`src/rtl/down_counter.sv`:
```
// ---------------------------------------------------------------------------
// down_counter
//   Loadable down counter with a small IDLE/RUN/DONE control FSM. A start
//   loads a value and runs the counter down one step per enabled cycle. When
//   it reaches zero, tc pulses for one cycle. The block then either finishes
//   in DONE, or (auto_reload) reloads the captured start value on the next
//   enabled cycle. All outputs come straight from registers.
//
// Ports
//   clk          in   single clock, rising edge
//   reset        in   synchronous active-high reset
//   enable       in   count-step qualifier while running
//   start        in   load-and-run request (restart when already running)
//   abort        in   return to IDLE; wins over start
//   load_value   in   [WIDTH] start value, captured only on an accepted start
//   auto_reload  in   periodic mode select, sampled at terminal count
//   count        out  [WIDTH] current count
//   busy         out  high while in RUN
//   done         out  high while in DONE
//   tc           out  one-cycle terminal-count pulse
// ---------------------------------------------------------------------------
module down_counter #(
  parameter int WIDTH = 4
) (
  input  logic             clk,
  input  logic             reset,
  input  logic             enable,
  input  logic             start,
  input  logic             abort,
  input  logic [WIDTH-1:0] load_value,
  input  logic             auto_reload,
  output logic [WIDTH-1:0] count,
  output logic             busy,
  output logic             done,
  output logic             tc
);

  typedef enum logic [1:0] {
    IDLE = 2'd0,
    RUN  = 2'd1,
    DONE = 2'd2
  } state_t;

  state_t           state_q, state_d;
  logic [WIDTH-1:0] count_q, count_d;
  logic [WIDTH-1:0] reload_q, reload_d;
  logic             tc_q, tc_d;
  logic             busy_q, busy_d;
  logic             done_q, done_d;

  // Next-state logic. Priority: abort, then start, then normal running.
  always_comb begin
    state_d  = state_q;
    count_d  = count_q;
    reload_d = reload_q;
    tc_d     = 1'b0;

    if (abort) begin
      state_d = IDLE;
      count_d = '0;
    end else if (start) begin
      reload_d = load_value;
      count_d  = load_value;
      if (load_value == '0) begin
        // Nothing to count: terminate immediately, ignoring auto_reload.
        state_d = DONE;
        tc_d    = 1'b1;
      end else begin
        state_d = RUN;
      end
    end else begin
      case (state_q)
        RUN: begin
          if (enable) begin
            if (count_q == '0) begin
              // Only reachable after a terminal count in periodic mode:
              // reload instead of wrapping to all-ones.
              count_d = reload_q;
            end else if (count_q == WIDTH'(1)) begin
              count_d = '0;
              tc_d    = 1'b1;
              if (!auto_reload) begin
                state_d = DONE;
              end
            end else begin
              count_d = count_q - WIDTH'(1);
            end
          end
        end
        IDLE, DONE: begin
          // enable is ignored; count holds.
        end
        default: begin
          state_d = IDLE;
          count_d = '0;
        end
      endcase
    end

    // Flags are registered copies of the next state so they line up with it.
    busy_d = (state_d == RUN);
    done_d = (state_d == DONE);
  end

  always_ff @(posedge clk) begin
    if (reset) begin
      state_q  <= IDLE;
      count_q  <= '0;
      reload_q <= '0;
      tc_q     <= 1'b0;
      busy_q   <= 1'b0;
      done_q   <= 1'b0;
    end else begin
      state_q  <= state_d;
      count_q  <= count_d;
      reload_q <= reload_d;
      tc_q     <= tc_d;
      busy_q   <= busy_d;
      done_q   <= done_d;
    end
  end

  assign count = count_q;
  assign busy  = busy_q;
  assign done  = done_q;
  assign tc    = tc_q;

endmodule

```
`config.mk`:
```
export PLATFORM = sky130hd
export DESIGN_NAME = down_counter
export DESIGN_NICKNAME = d
export VERILOG_FILES = /design/src/rtl/down_counter.sv
export SDC_FILE = /design/constraint.sdc
export NUM_CORES = 1
export LEC_CHECK = 0
export ABC_CLOCK_PERIOD_IN_PS = 2300
export CORE_UTILIZATION = 35
export CTS_CLUSTER_SIZE = 24
export DETAILED_ROUTE_END_ITERATION = 8
export PLACE_DENSITY = 0.72
export SLEW_MARGIN = 20
export SYNTH_ARGS = -nofsm -noshare
export SYNTH_HDL_FRONTEND = slang
export SYNTH_SLANG_ARGS = --single-unit
```
`constraint.sdc`:
```
create_clock -name clk -period 2.3 [get_ports clk]
set_clock_uncertainty 0.2 [all_clocks]
set_input_delay 0.46 -clock clk [delete_from_list [all_inputs] [get_ports clk]]
set_output_delay 0.46 -clock clk [all_outputs]
set_load 0.02 [all_outputs]
```
Yosys cells after proc, flatten, opt, wreduce, memory -nomap -nowiden
Index checks and enable logic that the tools add are counted.
{"block": "totals", "ff_bits": 13, "latchBits": 0, "mem_bits_rw": 0, "romBits": 0, "inputBits": 10, "output_inout_bits": 7, "elab_cells": 41, "n_memories": 0}
{"block": "classes", "n_addsub": 1, "multipliers": 0, "div_mod_pow": 0, "magnitude_cmp": 0, "n_eq_ne": 7, "shifts": 0, "n_mux": 19, "n_bitwise": 1, "n_reduce_logical": 7}
{"op": "4-bit two-way mux", "n": 4}
{"op": "2-bit two-way mux", "n": 7}
{"op": "4-bit logical NOT", "n": 2}
{"op": "4-bit one-hot mux with 2 select lines", "n": 1}
{"op": "1-bit two-way mux", "n": 6}
{"op": "2-bit by 1-bit equality test with 1-bit output (second input constant)", "n": 2}
{"op": "2-bit equality test (second input constant)", "n": 2}
{"op": "4-bit by 1-bit equality test with 1-bit output (second input constant)", "n": 1}
{"op": "2-bit one-hot mux with 2 select lines", "n": 1}
{"op": "2-bit AND reduction", "n": 2}
{"op": "2-bit OR reduction", "n": 2}
{"op": "4-bit by 1-bit subtractor with 4-bit output (second input constant)", "n": 1}
{"op": "3-bit inequality test (second input constant)", "n": 1}
{"op": "2-bit logical NOT", "n": 1}
{"op": "2-bit inequality test (second input constant)", "n": 1}
{"op": "1-bit NOT", "n": 1}

Depth between registers and ports, before layout
{"block": "depth", "ltp_word": 8, "ltp_mapped": 6, "mapped_depth_nobuf": 6}

Worst setup path before layout
Ideal clock, no wire load.
{"block": "synth_timing", "kind": "flip-flop to flip-flop", "start": "register count_q[0], in the netlist count[0]", "end": "register busy_q, in the netlist busy", "setup_time_ps": 129, "arrival_ps": 1591, "required_time_ps": 1971, "path_slack_ps": 379, "stages_incl_launch_ff": 7, "n_path_buf": 0, "period_less_slack_ps": 1921, "path_cell_list": "dfxtp_1 -> inv_1 -> ha_1 -> nor4b_1 -> nand3b_1 -> a31oi_1 -> nor3b_1"}
{"block": "synth_between", "elab_chain_cells": 8, "word_cells_on_any_way": 9, "classes_between": "eq/ne: 2; mux: 6; reduce/logical: 1"}
{"item": "from (decl)", "line": "45", "source": "logic [WIDTH-1:0] count_q, count_d;"}
{"item": "from (signal assigned)", "line": "115", "source": "count_q <= count_d;"}
{"item": "4-bit by 1-bit equality test with 1-bit output", "line": "79", "source": "end else if (count_q == WIDTH'(1)) begin"}
{"item": "2-bit two-way mux", "line": "79"}
{"item": "2-bit two-way mux *", "line": "75", "source": "if (count_q == '0) begin"}
{"item": "2-bit two-way mux *", "line": "74", "source": "if (enable) begin"}
{"item": "2-bit one-hot mux with 2 select lines *", "line": "72", "source": "case (state_q)"}
{"item": "2-bit two-way mux *", "line": "61", "source": "end else if (start) begin"}
{"item": "2-bit two-way mux *", "line": "58", "source": "if (abort) begin"}
{"item": "2-bit by 1-bit equality test with 1-bit output *", "line": "101", "source": "busy_d = (state_d == RUN);"}
{"item": "to (signal assigned)", "line": "118", "source": "busy_q <= busy_d;"}
{"item": "to (decl)", "line": "48", "source": "logic busy_q, busy_d;"}
Mark *: on every way between the ends. The rest lies on a longest branch, timed or not.
A chain may end at the register's enable or synchronous reset.

Final worst setup path
{"block": "layout_timing", "start": "register count_q[2], in the netlist count[2]", "end": "output count[2]"}
{"item": "to (decl)", "line": "32", "source": "output logic [WIDTH-1:0] count,"}
No word-level cell between the ends.

==> metrics.txt <==
# TYPE chip_impl_metric gauge
chip_impl_info{name="endpoint_kind",value="output port"} 1
chip_impl_info{name="min-delay-path-class",value="flop to flop"} 1
chip_impl_metric{name="flow.area_growth_from_synthesis",unit="%"} 31.1
chip_impl_metric{name="clock_sink_count",unit=""} 13
chip_impl_metric{name="storage_element_area",unit="sq um"} 260
chip_impl_metric{name="min_period_over_period",unit="%"} 90.2
chip_impl_info{name="setup.worst_path.start_class",value="flop"} 1
chip_impl_metric{name="cap_viol_max_count",unit=""} 0
chip_impl_metric{name="finish.instance_area",unit="sq um"} 902
chip_impl_metric{name="final.setup.tns",unit="ns"} 0
chip_impl_metric{name="post-dp-hpwl",unit="um"} 1110
chip_impl_metric{name="cts.htree.levels",unit=""} 1
chip_impl_metric{name="placement.io_buffers",unit=""} 16
chip_impl_metric{name="largest_net_degree_at_the_start_of_global_routing",unit=""} 10
chip_impl_metric{name="wirelength",unit="um"} 1440
chip_impl_metric{name="setup_viol_count_final",unit=""} 0
chip_impl_metric{name="multi_input_comb_area",unit="sq um"} 390
chip_impl_metric{name="final_antenna_net_count",unit=""} 0
chip_impl_metric{name="number_of_warnings_printed_during_yosys_synthesis",unit=""} 0
chip_impl_metric{name="post_cts_resized",unit=""} 0
chip_impl_metric{name="timing.hold.worst_path_depth",unit=""} 2
chip_impl_metric{name="worstPathMaxFanout",unit=""} 9
chip_impl_metric{name="timing.critical_path.buf_inv",unit=""} 1
chip_impl_metric{name="floorplan.die.height",unit="um"} 46.3
chip_impl_info{name="critical-path-slowest-cell",value="clkdlybuf4s50_1"} 1
chip_impl_metric{name="timing_hold_violations_final",unit=""} 0
chip_impl_metric{name="grt_first_pass_wirelength",unit="um"} 2460
chip_impl_info{name="clock_tree.root_cell",value="clkbuf_4"} 1
chip_impl_metric{name="syn_avg_cell_area",unit="sq um"} 9.18
chip_impl_metric{name="core",unit="sq um"} 1780
chip_impl_metric{name="grt_overflow_total",unit=""} 0
chip_impl_metric{name="tightest_pin_transition",unit="ns"} 0.443
chip_impl_metric{name="insertion_delay",unit="ns"} 0.27
chip_impl_metric{name="cp.required",unit="ns"} 1.64
chip_impl_metric{name="layout.filler_cells",unit=""} 184
chip_impl_metric{name="placement.cell_area",unit="sq um"} 876
chip_impl_metric{name="syn_area",unit="sq um"} 688
chip_impl_metric{name="timing.final.crit_period",unit="ns"} 2.07
chip_impl_info{name="reg2reg_from",value="count[0]"} 1
chip_impl_metric{name="first_iter_violations",unit=""} 10
chip_impl_metric{name="cts.hold.buffers_added",unit=""} 0
chip_impl_metric{name="detailroute.via_count",unit=""} 616
chip_impl_metric{name="routabilityCongestion",unit=""} 0.755
chip_impl_metric{name="die_area",unit="sq um"} 2150
chip_impl_metric{name="die-width",unit="um"} 46.3
chip_impl_metric{name="postSynth.asyncResetShare",unit="%"} 0
chip_impl_info{name="commonest_non_fill_non_tap_cell_in_the_layout",value="clkdlybuf4s50_1"} 1
chip_impl_metric{name="first_global_vias",unit=""} 582
chip_impl_metric{name="synth_fp_nets",unit=""} 88
chip_impl_info{name="grt_setup_unrepaired",value="false"} 1
chip_impl_metric{name="globalRouteTotalUtil",unit="%"} 16.2
chip_impl_metric{name="ys_ff_latch",unit=""} 13
chip_impl_info{name="synth-main-ff-cell",value="dfxtp_1"} 1
chip_impl_metric{name="worst_path_largest_cell_delay",unit="ns"} 0.66
chip_impl_metric{name="worst_setup_hold_path_clk_slew",unit="ns"} 0.08
chip_impl_info{name="critPathKind",value="flop to output port"} 1
chip_impl_metric{name="slew_headroom",unit="%"} 70.4
chip_impl_metric{name="yosysSeqAreaShare",unit="%"} 37.8
chip_impl_metric{name="antenna-diode-count",unit=""} 0
chip_impl_metric{name="proportion_of_layout_cells_with_a_drive_suffix_above_1",unit="%"} 11.7
chip_impl_metric{name="synthesis.instances",unit=""} 75
chip_impl_metric{name="p_per_area",unit="nW/um^2"} 515
chip_impl_metric{name="io-pin-count",unit=""} 17
chip_impl_metric{name="critPathArrivalTime",unit="ns"} 1.41
chip_impl_metric{name="ir_worst_vdd",unit="uV"} 240
chip_impl_metric{name="vias_per_cell",unit=""} 5.18
chip_impl_metric{name="synth_edf_count",unit=""} 0
chip_impl_metric{name="initial_utilization",unit="%"} 38.6
chip_impl_metric{name="cts_setup_buffers",unit=""} 0
chip_impl_metric{name="report.final.slew_viol_count",unit=""} 0
chip_impl_metric{name="drc_errors",unit=""} 0
chip_impl_metric{name="leakagePower",unit="uW"} 0.000313
chip_impl_info{name="outcome",value="complete, no violations"} 1
chip_impl_info{name="worst_setup_path_startpoint",value="count[2]"} 1
chip_impl_metric{name="max_freq",unit="GHz"} 0.482
chip_impl_metric{name="yosys_cell_types",unit=""} 34
chip_impl_info{name="ff_to_ff_end",value="state_q[0]"} 1
chip_impl_metric{name="cp_num_cells",unit=""} 1
chip_impl_metric{name="routed_wire_length_per_instance",unit="um"} 12.1
chip_impl_metric{name="fin_nets",unit=""} 108
chip_impl_metric{name="core.rowCount",unit=""} 15
chip_impl_info{name="cpLargestDelayFamily",value="buffers and inverters"} 1
chip_impl_metric{name="regToRegSetupSlack",unit="ns"} 0.35
chip_impl_metric{name="grt_antenna_before_repair",unit=""} 0
chip_impl_info{name="commonest_cells_after_routing_fill_and_taps_aside",value="16 x clkdlybuf4s50_1, 13 x dfxtp_1, 8 x nor2_1"} 1
chip_impl_info{name="tritoncts",value="done"} 1
chip_impl_metric{name="cts.path.max_buffers",unit=""} 2
chip_impl_metric{name="firstDrtPassIters",unit=""} 4
chip_impl_info{name="endpoint",value="count[2]"} 1
chip_impl_metric{name="worstRegToRegCells",unit=""} 7
chip_impl_info{name="cp_cell_instances",value="clkdlybuf4s50_1"} 1
chip_impl_metric{name="tritoncts.num_buffers",unit=""} 3
==> cell families after synthesis <==
family                     Yosys count  synth area share, %
AOI/OAI and AO/OA                   19                 19.1
adders and majority gates            3                 5.46
buffers and inverters                8                 5.46
DFF                                 13                 37.8
muxes                                5                 7.45
and+or+nand+nor                     27                 24.7
==> registers in the layout, indices dropped and copies added (netlist names) <==
register	count
count	4
done	1
state_q	2
reload_q	4
busy	1
tc	1
==> synthesized netlist by cell type, drive strengths merged, types with 2 or more instances <==
cell | n | area [sq um]
nor3 | 2 | 10.0
clkbuf | 2 | 7.51
inv | 5 | 18.8
dfxtp | 13 | 260
ha | 3 | 37.5
nor3b | 3 | 33.8
a21oi | 5 | 25.0
a22oi | 3 | 22.5
nand2 | 3 | 11.3
a31oi | 3 | 18.8
mux2i | 4 | 40.0
nor2 | 8 | 30.0
==> worst min path at each step <==
stage / to / slack [ns] / startpoint
final: reload_q[0] / 0.30 / reload_q[0]
after global routing: reload_q[2] / 0.36 / reload_q[2]
after CTS: reload_q[0] / 0.31 / reload_q[0]
after detailed placement: reload_q[0] / 0.29 / reload_q[0]
after global placement: reload_q[3] / 0.28 / reload_q[3]
after floorplan: reload_q[3] / 0.25 / reload_q[3]
==> power by group <==
part	switching (uW)	internal (uW)	leakage (uW)	total (uW)
registers	7.46	233	0.000106	240
logic	37.0	44.7	0.000192	81.7
clock network	75.2	67.2	0.0000150	142
==> layer usage <==
metal  vias up  GRT usage (%)  share of wire, %
met5         -              0                 0
met4         0           8.82                 0
met3         0           2.35               4.1
met2        21           24.4                46
met1       283           21.9                49
li1        312              -                 -
==> area by class of cell <==
class | count | share of cell area (%)
multi-input combinational | 54 | 43.3
tap | 25 | 3.47
inverter | 5 | 2.08
timing repair buffer | 18 | 19.4
sequential | 13 | 28.8
clock buffer | 4 | 2.91
==> stage by stage <==
| step | hold slack, ns | setup WS, ns | power [uW] | std cells | utilization (%) |
|---|---|---|---|---|---|
| 6_report | 0.305 | 0.226 | 464 | 119 | 50.6 |
| 5_1_grt | 0.364 | 0.151 | 490 | 119 | 50.6 |
| 4_1_cts | 0.308 | 0.216 | 471 | 119 | 50.6 |
| 3_5_place_dp | 0.288 | 0.230 | 327 | 115 | 49.1 |
| 3_3_place_gp | 0.282 | 0.261 | 326 | 115 | 49.1 |
| 2_1_floorplan | 0.253 | 0.379 | 293 | 75 | - |
(Power assumes the default switching activity.)
